### src/rtl/i2c_slave_ctrl.sv
// i2c_slave_ctrl: I2C target byte engine (filtered scl_i/sda_i in, open-drain scl_oen/sda_oen out, rx pulse and tx valid/ready to local logic)
module i2c_slave_ctrl #(
  parameter int FILTER_LEN = 3
) (
  input  logic       clk,
  input  logic       rstn,
  input  logic       ena,
  input  logic [6:0] slv_addr,
  input  logic       ack_en,
  output logic [7:0] rx_data,
  output logic       rx_valid,
  input  logic [7:0] tx_data,
  input  logic       tx_valid,
  output logic       tx_ready,
  output logic       rw,
  output logic       addr_match,
  output logic       start_det,
  output logic       stop_det,
  output logic       master_nack,
  output logic       busy,
  input  logic       scl_i,
  input  logic       sda_i,
  output logic       scl_oen,
  output logic       sda_oen
);
  typedef enum logic [2:0] {IDLE, ADDR, ADDR_ACK, RX, RX_ACK, TX_LOAD, TX, TX_ACK} state_t;
  localparam logic [3:0] FL = 4'(FILTER_LEN - 1);
  state_t state;
  logic [1:0] scl_s, sda_s;
  logic [3:0] scl_c, sda_c, bit_cnt;
  logic scl_f, sda_f, scl_p, sda_p, ack_l;
  logic [7:0] shreg, byte_in;
  logic scl_rise, scl_fall, start_c, stop_c;
  assign scl_rise = scl_f & ~scl_p;
  assign scl_fall = ~scl_f & scl_p;
  assign start_c = scl_f & scl_p & sda_p & ~sda_f;
  assign stop_c = scl_f & scl_p & ~sda_p & sda_f;
  assign byte_in = {shreg[6:0], sda_f};
  always_ff @(posedge clk) begin
    if (!rstn) begin
      scl_s <= 2'b11;
      sda_s <= 2'b11;
      scl_c <= '0;
      sda_c <= '0;
      scl_f <= 1'b1;
      sda_f <= 1'b1;
      scl_p <= 1'b1;
      sda_p <= 1'b1;
    end else begin
      scl_s <= {scl_s[0], scl_i};
      sda_s <= {sda_s[0], sda_i};
      scl_c <= (scl_s[1] == scl_f || scl_c == FL) ? 4'd0 : scl_c + 4'd1;
      sda_c <= (sda_s[1] == sda_f || sda_c == FL) ? 4'd0 : sda_c + 4'd1;
      scl_f <= (scl_s[1] != scl_f && scl_c == FL) ? scl_s[1] : scl_f;
      sda_f <= (sda_s[1] != sda_f && sda_c == FL) ? sda_s[1] : sda_f;
      scl_p <= scl_f;
      sda_p <= sda_f;
    end
  end
  always_ff @(posedge clk) begin
    if (!rstn || !ena) begin
      state <= IDLE;
      bit_cnt <= '0;
      shreg <= '0;
      ack_l <= 1'b0;
      scl_oen <= 1'b1;
      sda_oen <= 1'b1;
      tx_ready <= 1'b0;
      busy <= 1'b0;
      addr_match <= 1'b0;
      rx_valid <= 1'b0;
      start_det <= 1'b0;
      stop_det <= 1'b0;
      master_nack <= 1'b0;
      rx_data <= rstn ? rx_data : 8'h00;
      rw <= rstn & rw;
    end else begin
      addr_match <= 1'b0;
      rx_valid <= 1'b0;
      start_det <= 1'b0;
      stop_det <= 1'b0;
      master_nack <= 1'b0;
      if (start_c) begin
        state <= ADDR;
        bit_cnt <= '0;
        scl_oen <= 1'b1;
        sda_oen <= 1'b1;
        tx_ready <= 1'b0;
        start_det <= 1'b1;
        busy <= 1'b1;
      end else if (stop_c) begin
        state <= IDLE;
        scl_oen <= 1'b1;
        sda_oen <= 1'b1;
        tx_ready <= 1'b0;
        stop_det <= 1'b1;
        busy <= 1'b0;
      end else begin
        case (state)
          ADDR: begin
            if (scl_rise) begin
              shreg <= byte_in;
              bit_cnt <= bit_cnt + 4'd1;
              if (bit_cnt == 4'd7) begin
                addr_match <= byte_in[7:1] == slv_addr;
                rw <= (byte_in[7:1] == slv_addr) ? byte_in[0] : rw;
                state <= (byte_in[7:1] == slv_addr) ? ADDR : IDLE;
              end
            end else if (scl_fall && bit_cnt == 4'd8) begin
              state <= ADDR_ACK;
              sda_oen <= 1'b0;
              bit_cnt <= '0;
            end
          end
          ADDR_ACK: begin
            if (scl_fall) begin
              state <= rw ? TX_LOAD : RX;
              sda_oen <= 1'b1;
              scl_oen <= ~rw;
              tx_ready <= rw;
            end
          end
          RX: begin
            if (scl_rise) begin
              shreg <= byte_in;
              bit_cnt <= bit_cnt + 4'd1;
              if (bit_cnt == 4'd7) begin
                ack_l <= ack_en;
                rx_data <= byte_in;
                rx_valid <= 1'b1;
              end
            end else if (scl_fall && bit_cnt == 4'd8) begin
              state <= RX_ACK;
              sda_oen <= ~ack_l;
              bit_cnt <= '0;
            end
          end
          RX_ACK: begin
            if (scl_fall) begin
              state <= RX;
              sda_oen <= 1'b1;
            end
          end
          TX_LOAD: begin
            if (tx_valid && tx_ready) begin
              state <= TX;
              shreg <= tx_data;
              sda_oen <= tx_data[7];
              tx_ready <= 1'b0;
              bit_cnt <= '0;
            end
          end
          TX: begin
            scl_oen <= 1'b1;
            if (scl_fall) begin
              state <= (bit_cnt == 4'd7) ? TX_ACK : TX;
              sda_oen <= (bit_cnt == 4'd7) ? 1'b1 : shreg[6];
              shreg <= {shreg[6:0], 1'b0};
              bit_cnt <= (bit_cnt == 4'd7) ? 4'd0 : bit_cnt + 4'd1;
            end
          end
          TX_ACK: begin
            if (scl_rise) begin
              master_nack <= sda_f;
              state <= sda_f ? IDLE : TX_ACK;
              bit_cnt <= 4'd8;
            end else if (scl_fall && bit_cnt == 4'd8) begin
              state <= TX_LOAD;
              scl_oen <= 1'b0;
              tx_ready <= 1'b1;
            end
          end
          default: state <= IDLE;
        endcase
      end
    end
  end
endmodule

### config.mk
export PLATFORM = sky130hd
export DESIGN_NAME = i2c_slave_ctrl
export DESIGN_NICKNAME = d
export VERILOG_FILES = /design/src/rtl/i2c_slave_ctrl.sv
export SDC_FILE = /design/constraint.sdc
export NUM_CORES = 1
export LEC_CHECK = 0
export CAP_MARGIN = 10
export CORE_MARGIN = 2
export CORE_UTILIZATION = 44
export CTS_CLUSTER_SIZE = 25
export DETAILED_ROUTE_END_ITERATION = 7
export DONT_BUFFER_PORTS = 1
export PLACE_DENSITY_LB_ADDON = 0.1
export SLEW_MARGIN = 30
export SYNTH_ARGS = -nofsm -noshare
export SYNTH_HDL_FRONTEND = slang
export SYNTH_SLANG_ARGS = --single-unit
### constraint.sdc
create_clock -name clk -period 2.35 [get_ports clk]
set_clock_uncertainty 0.2 [all_clocks]
set_input_delay 0.235 -clock clk [delete_from_list [all_inputs] [get_ports clk]]
set_output_delay 0.235 -clock clk [all_outputs]
set_load 0.05 [all_outputs]
# Word level (Yosys, flattened, before mapping)
# Cells that the tools add are included.
# Widths: inputs -> output; s select.
[classes]
addsub = 3
n_eq_ne = 45
muxes = 64
bitwise_logic = 22
n_reduce_logical = 39
[ops]
columns = ["op", "n"]
rows = [
  ["$mux 8", 7],
  ["$mux 3", 13],
  ["$mux 1", 29],
  ["$mux 4", 6],
  ["$ne 2x2->1 const B", 12],
  ["$ne 4x4->1 const B", 6],
  ["$reduce_and 6->1", 4],
  ["$mux 7", 3],
  ["$pmux 3 s7", 1],
  ["$pmux 7 s3", 1],
  ["$reduce_and 9->1", 2],
  ["$pmux 4 s4", 1],
  ["$ne 5x5->1 const B", 3],
  ["$not 1->1", 14],
  ["$add 4x1->4 const B", 3],
  ["$eq 3x3->1 const B", 4],
  ["$reduce_bool 2->1", 6],
  ["$reduce_and 5->1", 2],
  ["$reduce_or 2->1", 5],
  ["$reduce_or 5->1", 2],
  ["$ne 3x3->1 const B", 3],
  ["$reduce_bool 3->1", 3],
  ["$and 1x1->1", 8],
  ["$eq 4x2->1 const B", 2],
  ["20 further kinds", 33],
]
[word_totals]
ff_bits = 49
in_bits = 22
output_inout_bits = 18
wordCells = 197

# Depth between registers and ports, before layout
[depth]
depth_word = 8
ltp_mapped = 9
ltp_nobuf = 6

# Worst setup path after synthesis
# No wires, ideal clock.
[synth_timing]
kind = "register -> register"
start = "register state[1]"
end = "register rx_data[0] (enable)"
setup_time_ns = 0.374
t_arrival_ns = 1.625
t_required_ns = 1.776
slack_ns = 0.151
path_stages_with_launch = 6
path_buffers = 2
synth_period_minus_slack_ns = 2.199
cell_sequence = "dfxtp_1 -> buf_2 -> buf_2 -> nand2_1 -> or3_1 -> o21ai_1"
[synth_via]
elab_chain_cells = 3
[synth_lines]
columns = ["item", "line_no", "source"]
rows = [
  ["from (decl)", "28", "state_t state;"],
  ["from (signal assigned)", "107", "state <= (byte_in[7:1] == slv_addr) ? ADDR : IDLE;"],
  ["from (signal assigned)", "117", "state <= rw ? TX_LOAD : RX;"],
  ["from (signal assigned)", "156", "state <= (bit_cnt == 4'd7) ? TX_ACK : TX;"],
  ["$eq 3x2->1", "99", "case (state)"],
  ["$reduce_bool 2->1 (no line)", "n/a", ""],
  ["$reduce_and 6->1 (no line)", "n/a", ""],
  ["to (signal assigned)", "75", "rx_data <= rstn ? rx_data : 8'h00;"],
  ["to (signal assigned)", "129", "rx_data <= byte_in;"],
  ["to (decl)", "10", "output logic [7:0] rx_data,"],
]
# No other way between the ends.
# A chain may end at the register's enable or synchronous reset.

# Worst setup path in the final report
[layout_timing]
start = "register state[2]"
end = "register state[0]"
[layout_via]
elab_chain_cells = 4
elab_cells_between_ends = 20
classes_between = "eq/ne: 16; mux: 3; reduce/logical: 1"
[layout_lines]
columns = ["item", "line_no", "source"]
rows = [
  ["$eq 3x3->1 (tied with other cells)", "99", ""],
  ["$pmux 3 s7", "99", ""],
  ["$mux 1", "91", "end else if (stop_c) begin"],
  ["$mux 1", "83", "if (start_c) begin"],
]
# Parallel ways exist; a longest one is shown, timed or not.

==> flow_summary.html <==
<table>
<tr><th>Metric</th><th>Value</th></tr>
<tr><th colspan="2">CTS</th></tr>
<tr><td>Sink count of the clock tree</td><td>roughly 50</td></tr>
<tr><td>CTS tree</td><td>built</td></tr>
<tr><td>Clock slew at reported path FFs</td><td>about 0.090 ns</td></tr>
<tr><td>Total clock buffers created by CTS</td><td>5</td></tr>
<tr><td>CTS root buf</td><td>sky130_fd_sc_hd__clkbuf_8</td></tr>
<tr><td>Maximum root-to-sink buffer count</td><td>2</td></tr>
<tr><td>Number of H-tree levels</td><td>2</td></tr>
<tr><td>Clock latency of the later-clocked register in the worst-skew pair</td><td>between 0.3 and 0.4 ns</td></tr>
<tr><th colspan="2">Synth</th></tr>
<tr><td>Leading cell type by number of instances after synthesis</td><td>sky130_fd_sc_hd__dfxtp_1</td></tr>
<tr><td>Synth Net Count</td><td>slightly above 300</td></tr>
<tr><td>Most used standard cells in the synthesized netlist</td><td>40 x sky130_fd_sc_hd__dfxtp_1, 29 x sky130_fd_sc_hd__nor2_1, 21 x sky130_fd_sc_hd__nand2_1</td></tr>
<tr><td>Synth top area share</td><td>0.309</td></tr>
<tr><td>Share of synthesized flip-flops with an asynchronous set or reset</td><td>0</td></tr>
<tr><td>Largest cells by area after synthesis</td><td>sky130_fd_sc_hd__dfxtp_1 31%, sky130_fd_sc_hd__edfxtp_1 10%, sky130_fd_sc_hd__nor2_1 4.2%, sky130_fd_sc_hd__xor2_1 4.1%, sky130_fd_sc_hd__a211oi_2 3.9%</td></tr>
<tr><td>Synthesized cell area</td><td>between 2000 and 3000 µm²</td></tr>
<tr><td>Warnings from Yosys</td><td>0</td></tr>
<tr><td>Area leader, netlist</td><td>sky130_fd_sc_hd__dfxtp_1</td></tr>
<tr><td>Count of flip-flops with a built-in enable after synthesis</td><td>9</td></tr>
<tr><td>Top_reg_cell synth</td><td>sky130_fd_sc_hd__dfxtp_1</td></tr>
<tr><td>Number of synthesized register bits</td><td>slightly below 50</td></tr>
<tr><td>Average cell area after synthesis</td><td>a little over 9 µm²</td></tr>
<tr><td>Number of distinct library cell variants in the gate-level netlist after synthesis</td><td>between 50 and 60</td></tr>
<tr><td>Fraction of the yosys area taken by sequential cells</td><td>0.413</td></tr>
<tr><td>Syn Inst Count</td><td>between 200 and 300</td></tr>
<tr><th colspan="2">Placement</th></tr>
<tr><td>Number of port buffers</td><td>0</td></tr>
<tr><td>Placed wire-length estimate after detailed placement</td><td>4110 µm</td></tr>
<tr><td>Post-placement worst setup slack</td><td>~0.14 ns</td></tr>
<tr><td>Final RePlAce weighted congestion</td><td>between 0.8 and 0.9</td></tr>
<tr><th colspan="2">GRT</th></tr>
<tr><td>Wire length of the first global-routing pass</td><td>between 9000 and 10,000 µm</td></tr>
<tr><td>Via count of the first global-routing pass</td><td>around 2k</td></tr>
<tr><td>Maximum number of pins on one net before global-route repair</td><td>22</td></tr>
<tr><td>Gr usage total</td><td>0.193</td></tr>
<tr><td>Initial antenna violation count</td><td>0</td></tr>
<tr><td>Total congestion overflow</td><td>0</td></tr>
<tr><th colspan="2">Floorplan</th></tr>
<tr><td>Standard-cell rows</td><td>27</td></tr>
<tr><td>Starting density of the core</td><td>0.462</td></tr>
<tr><td>Width of the die</td><td>80.7 µm</td></tr>
<tr><td>Area of the core</td><td>about 5600 µm²</td></tr>
<tr><td>Num ports</td><td>40</td></tr>
<tr><td>Vert. Die Dim</td><td>around 80 µm</td></tr>
<tr><td>Total die area</td><td>6520 µm²</td></tr>
<tr><th colspan="2">Pwr</th></tr>
<tr><td>Combinational power share</td><td>0.046</td></tr>
<tr><td>Fraction of power consumed by sequential logic</td><td>0.593</td></tr>
<tr><td>Clk network pwr share</td><td>0.361</td></tr>
<tr><td>Switching share of total power</td><td>0.241</td></tr>
<tr><td>Maximum vdd ir drop</td><td>0.316 mV</td></tr>
<tr><td>Static leakage</td><td>around 1.2 nW</td></tr>
<tr><td>Sw power</td><td>about 360 µW</td></tr>
<tr><td>Power Density</td><td>about 520 nW/µm²</td></tr>
<tr><td>Internal power component</td><td>approximately 1.1 mW</td></tr>
<tr><th colspan="2">Timing</th></tr>
<tr><td>Least setup slack across all paths after layout</td><td>between 0.2 and 0.25 ns</td></tr>
<tr><td>Slew at the pin with the worst max-slew slack</td><td>slightly above 0.7 ns</td></tr>
<tr><td>Final Critical Period</td><td>2.12 ns</td></tr>
<tr><td>Period utilization</td><td>0.903</td></tr>
<tr><td>TNS Setup</td><td>0 ns</td></tr>
<tr><td>Final count of negative-setup-slack endpoints</td><td>0</td></tr>
<tr><td>RSZ-0062 raised after global routing</td><td>false</td></tr>
<tr><td>Final hold vios</td><td>0</td></tr>
<tr><td>Max Freq</td><td>between 400 and 500 MHz</td></tr>
<tr><td>Final Slew Violations</td><td>0</td></tr>
<tr><td>Tightest slew margin relative to the limit</td><td>0.526</td></tr>
<tr><th colspan="2">Layout</th></tr>
<tr><td>Number of nets in the layout</td><td>324</td></tr>
<tr><td>Number of diodes added for antenna fixing</td><td>0</td></tr>
<tr><td>Synthesis-to-layout area growth</td><td>11.7%</td></tr>
<tr><td>Share of final-layout standard cells stronger than drive strength 1</td><td>0.135</td></tr>
<tr><th colspan="2">Setup path</th></tr>
<tr><td>Worst Path Max Fanout</td><td>15</td></tr>
<tr><td>Cell class contributing the biggest share of worst-path delay</td><td>compound AO/OA/AOI/OAI gates</td></tr>
<tr><td>Element type at the critical path end</td><td>register</td></tr>
<tr><td>Register-to-register path setup slack</td><td>0.23 ns</td></tr>
<tr><td>Number of buffers and inverters on the critical path</td><td>0</td></tr>
<tr><td>CP max-delay cell</td><td>sky130_fd_sc_hd__dfxtp_1</td></tr>
<tr><td>Class of the most critical setup path</td><td>register to register</td></tr>
<tr><td>Required time reported for the critical path endpoint</td><td>~2.4 ns</td></tr>
<tr><td>Arrival time reported for the critical path endpoint</td><td>2.13 ns</td></tr>
<tr><td>Launching element type of the critical path</td><td>register</td></tr>
<tr><td>Critical Path, Cell by Cell</td><td>nand2b_1 -&gt; o221ai_2 -&gt; a32oi_1 -&gt; nor2_1 -&gt; o2111a_1</td></tr>
<tr><td>Biggest cell delay along the critical path</td><td>0.65 ns</td></tr>
<tr><th colspan="2">Detailed routing</th></tr>
<tr><td>Number of DRC markers in iteration 0</td><td>~130</td></tr>
<tr><td>Vias post-DR</td><td>just over 2k</td></tr>
<tr><td>DRT Wirelength</td><td>a little under 6000 µm</td></tr>
<tr><td>First-pass iteration count of the detailed router</td><td>4</td></tr>
<tr><td>Number of remaining DRC errors</td><td>0</td></tr>
<tr><td>Via-per-instance ratio</td><td>approximately 5.6</td></tr>
<tr><td>DRT antenna net count</td><td>0</td></tr>
<tr><td>Routed WL per cell</td><td>around 16 µm</td></tr>
<tr><th colspan="2">Worst hold path</th></tr>
<tr><td>Hold/Removal Path Class</td><td>input port to register</td></tr>
<tr><th colspan="2">Job</th></tr>
<tr><td>Max cap viols</td><td>0</td></tr>
<tr><th colspan="2">Run status</th></tr>
<tr><td>Outcome</td><td>complete, no violations</td></tr>
</table>
-- power by group through the flow --
stage          Clock, mW  Sequential, mW  Combinational (mW)
2_1_floorplan          0           0.914              0.0342
3_3_place_gp           0           0.910              0.0464
3_5_place_dp           0           0.910              0.0468
4_1_cts            0.559           0.891              0.0688
5_1_grt            0.592           0.893              0.0756
6_report           0.542           0.891              0.0691
-- state kept, by name, indices dropped and copies added, names as in the netlist, 2 cells and up --
register / count
bit_cnt: 4
rx_data: 8
scl_c: 4
scl_s: 2
sda_c: 4
sda_s: 2
shreg: 7
state: 3
-- layer usage --
layer | track usage | vias to the layer above | share of wire
met2 | 0.326 | 60 | 0.47
met4 | 0.0797 | 0 | 0.024
met5 | 0 | - | 0
met3 | 0.0411 | 14 | 0.058
met1 | 0.239 | 952 | 0.45
li1 | - | 1034 | -
-- layout by cell type (no fill, tap or decap), drive strengths merged, types with 10 or more instances in the layout --
cell | Yosys | final
nor2 | 29 | 29
dlygate4sd3 | 0 | 11
nand2b | 12 | 12
and3 | 11 | 11
nand3 | 15 | 15
mux2i | 10 | 10
buf | 11 | 16
xor2 | 12 | 12
nand2 | 21 | 21
dfxtp | 40 | 40
a21oi | 16 | 16
-- final timing paths --
path	startpoint	endpoint	depth (start not counted)
worst max-delay path	state[2]	state[0]	5
worst min-delay path	tx_data[6]	shreg[6]	2
worst max register to register	state[2]	state[0]	5
worst min register to register	sda_s[0]	sda_s[1]	1
-- through the flow --
step	cell area [µm²]	hold slack (ns)	util	cells	power, mW
2_1_floorplan	2590	0.136	-	279	0.948
3_3_place_gp	2680	0.113	0.478	350	0.957
3_5_place_dp	2680	0.114	0.478	350	0.957
4_1_cts	2890	0.00814	0.516	369	1.52
5_1_grt	2890	0.0200	0.516	369	1.56
6_report	2890	0.0112	0.516	369	1.50
-- cell type report --
type                            instances  area, µm²
Clock buffer                            6       82.6
Clock inverter                          2       17.5
Inverter                                8       30.0
Multi-Input combinational cell        205       1370
Timing Repair Buffer                   27        230
Fill cell                             533       2710
Sequential cell                        49       1070
Tap cell                               72       90.1
-- logic make-up after synthesis --
| group | synth area share |
|---|---|
| xor gates and xnor gates | 0.0507 |
| adders and majority gates | 0.0290 |
| DFF | 0.413 |
| AOI/OAI and AO/OA | 0.169 |
| and+or+nand+nor | 0.242 |
| buffers and inverters | 0.0579 |
| muxes | 0.0386 |
-- timing repair --
| item | 4_1_cts | 5_1_grt |
|---|---|---|
| setup buffers | 0 | 0 |
| gates resized for setup | 0 | 2 |
| hold buffers | 11 | 0 |
| endpoints found under the setup margin | 0 | 8 |
| endpoints found under the hold margin | 36 | 0 |
Note: power is estimated with default switching activity, not from simulation.
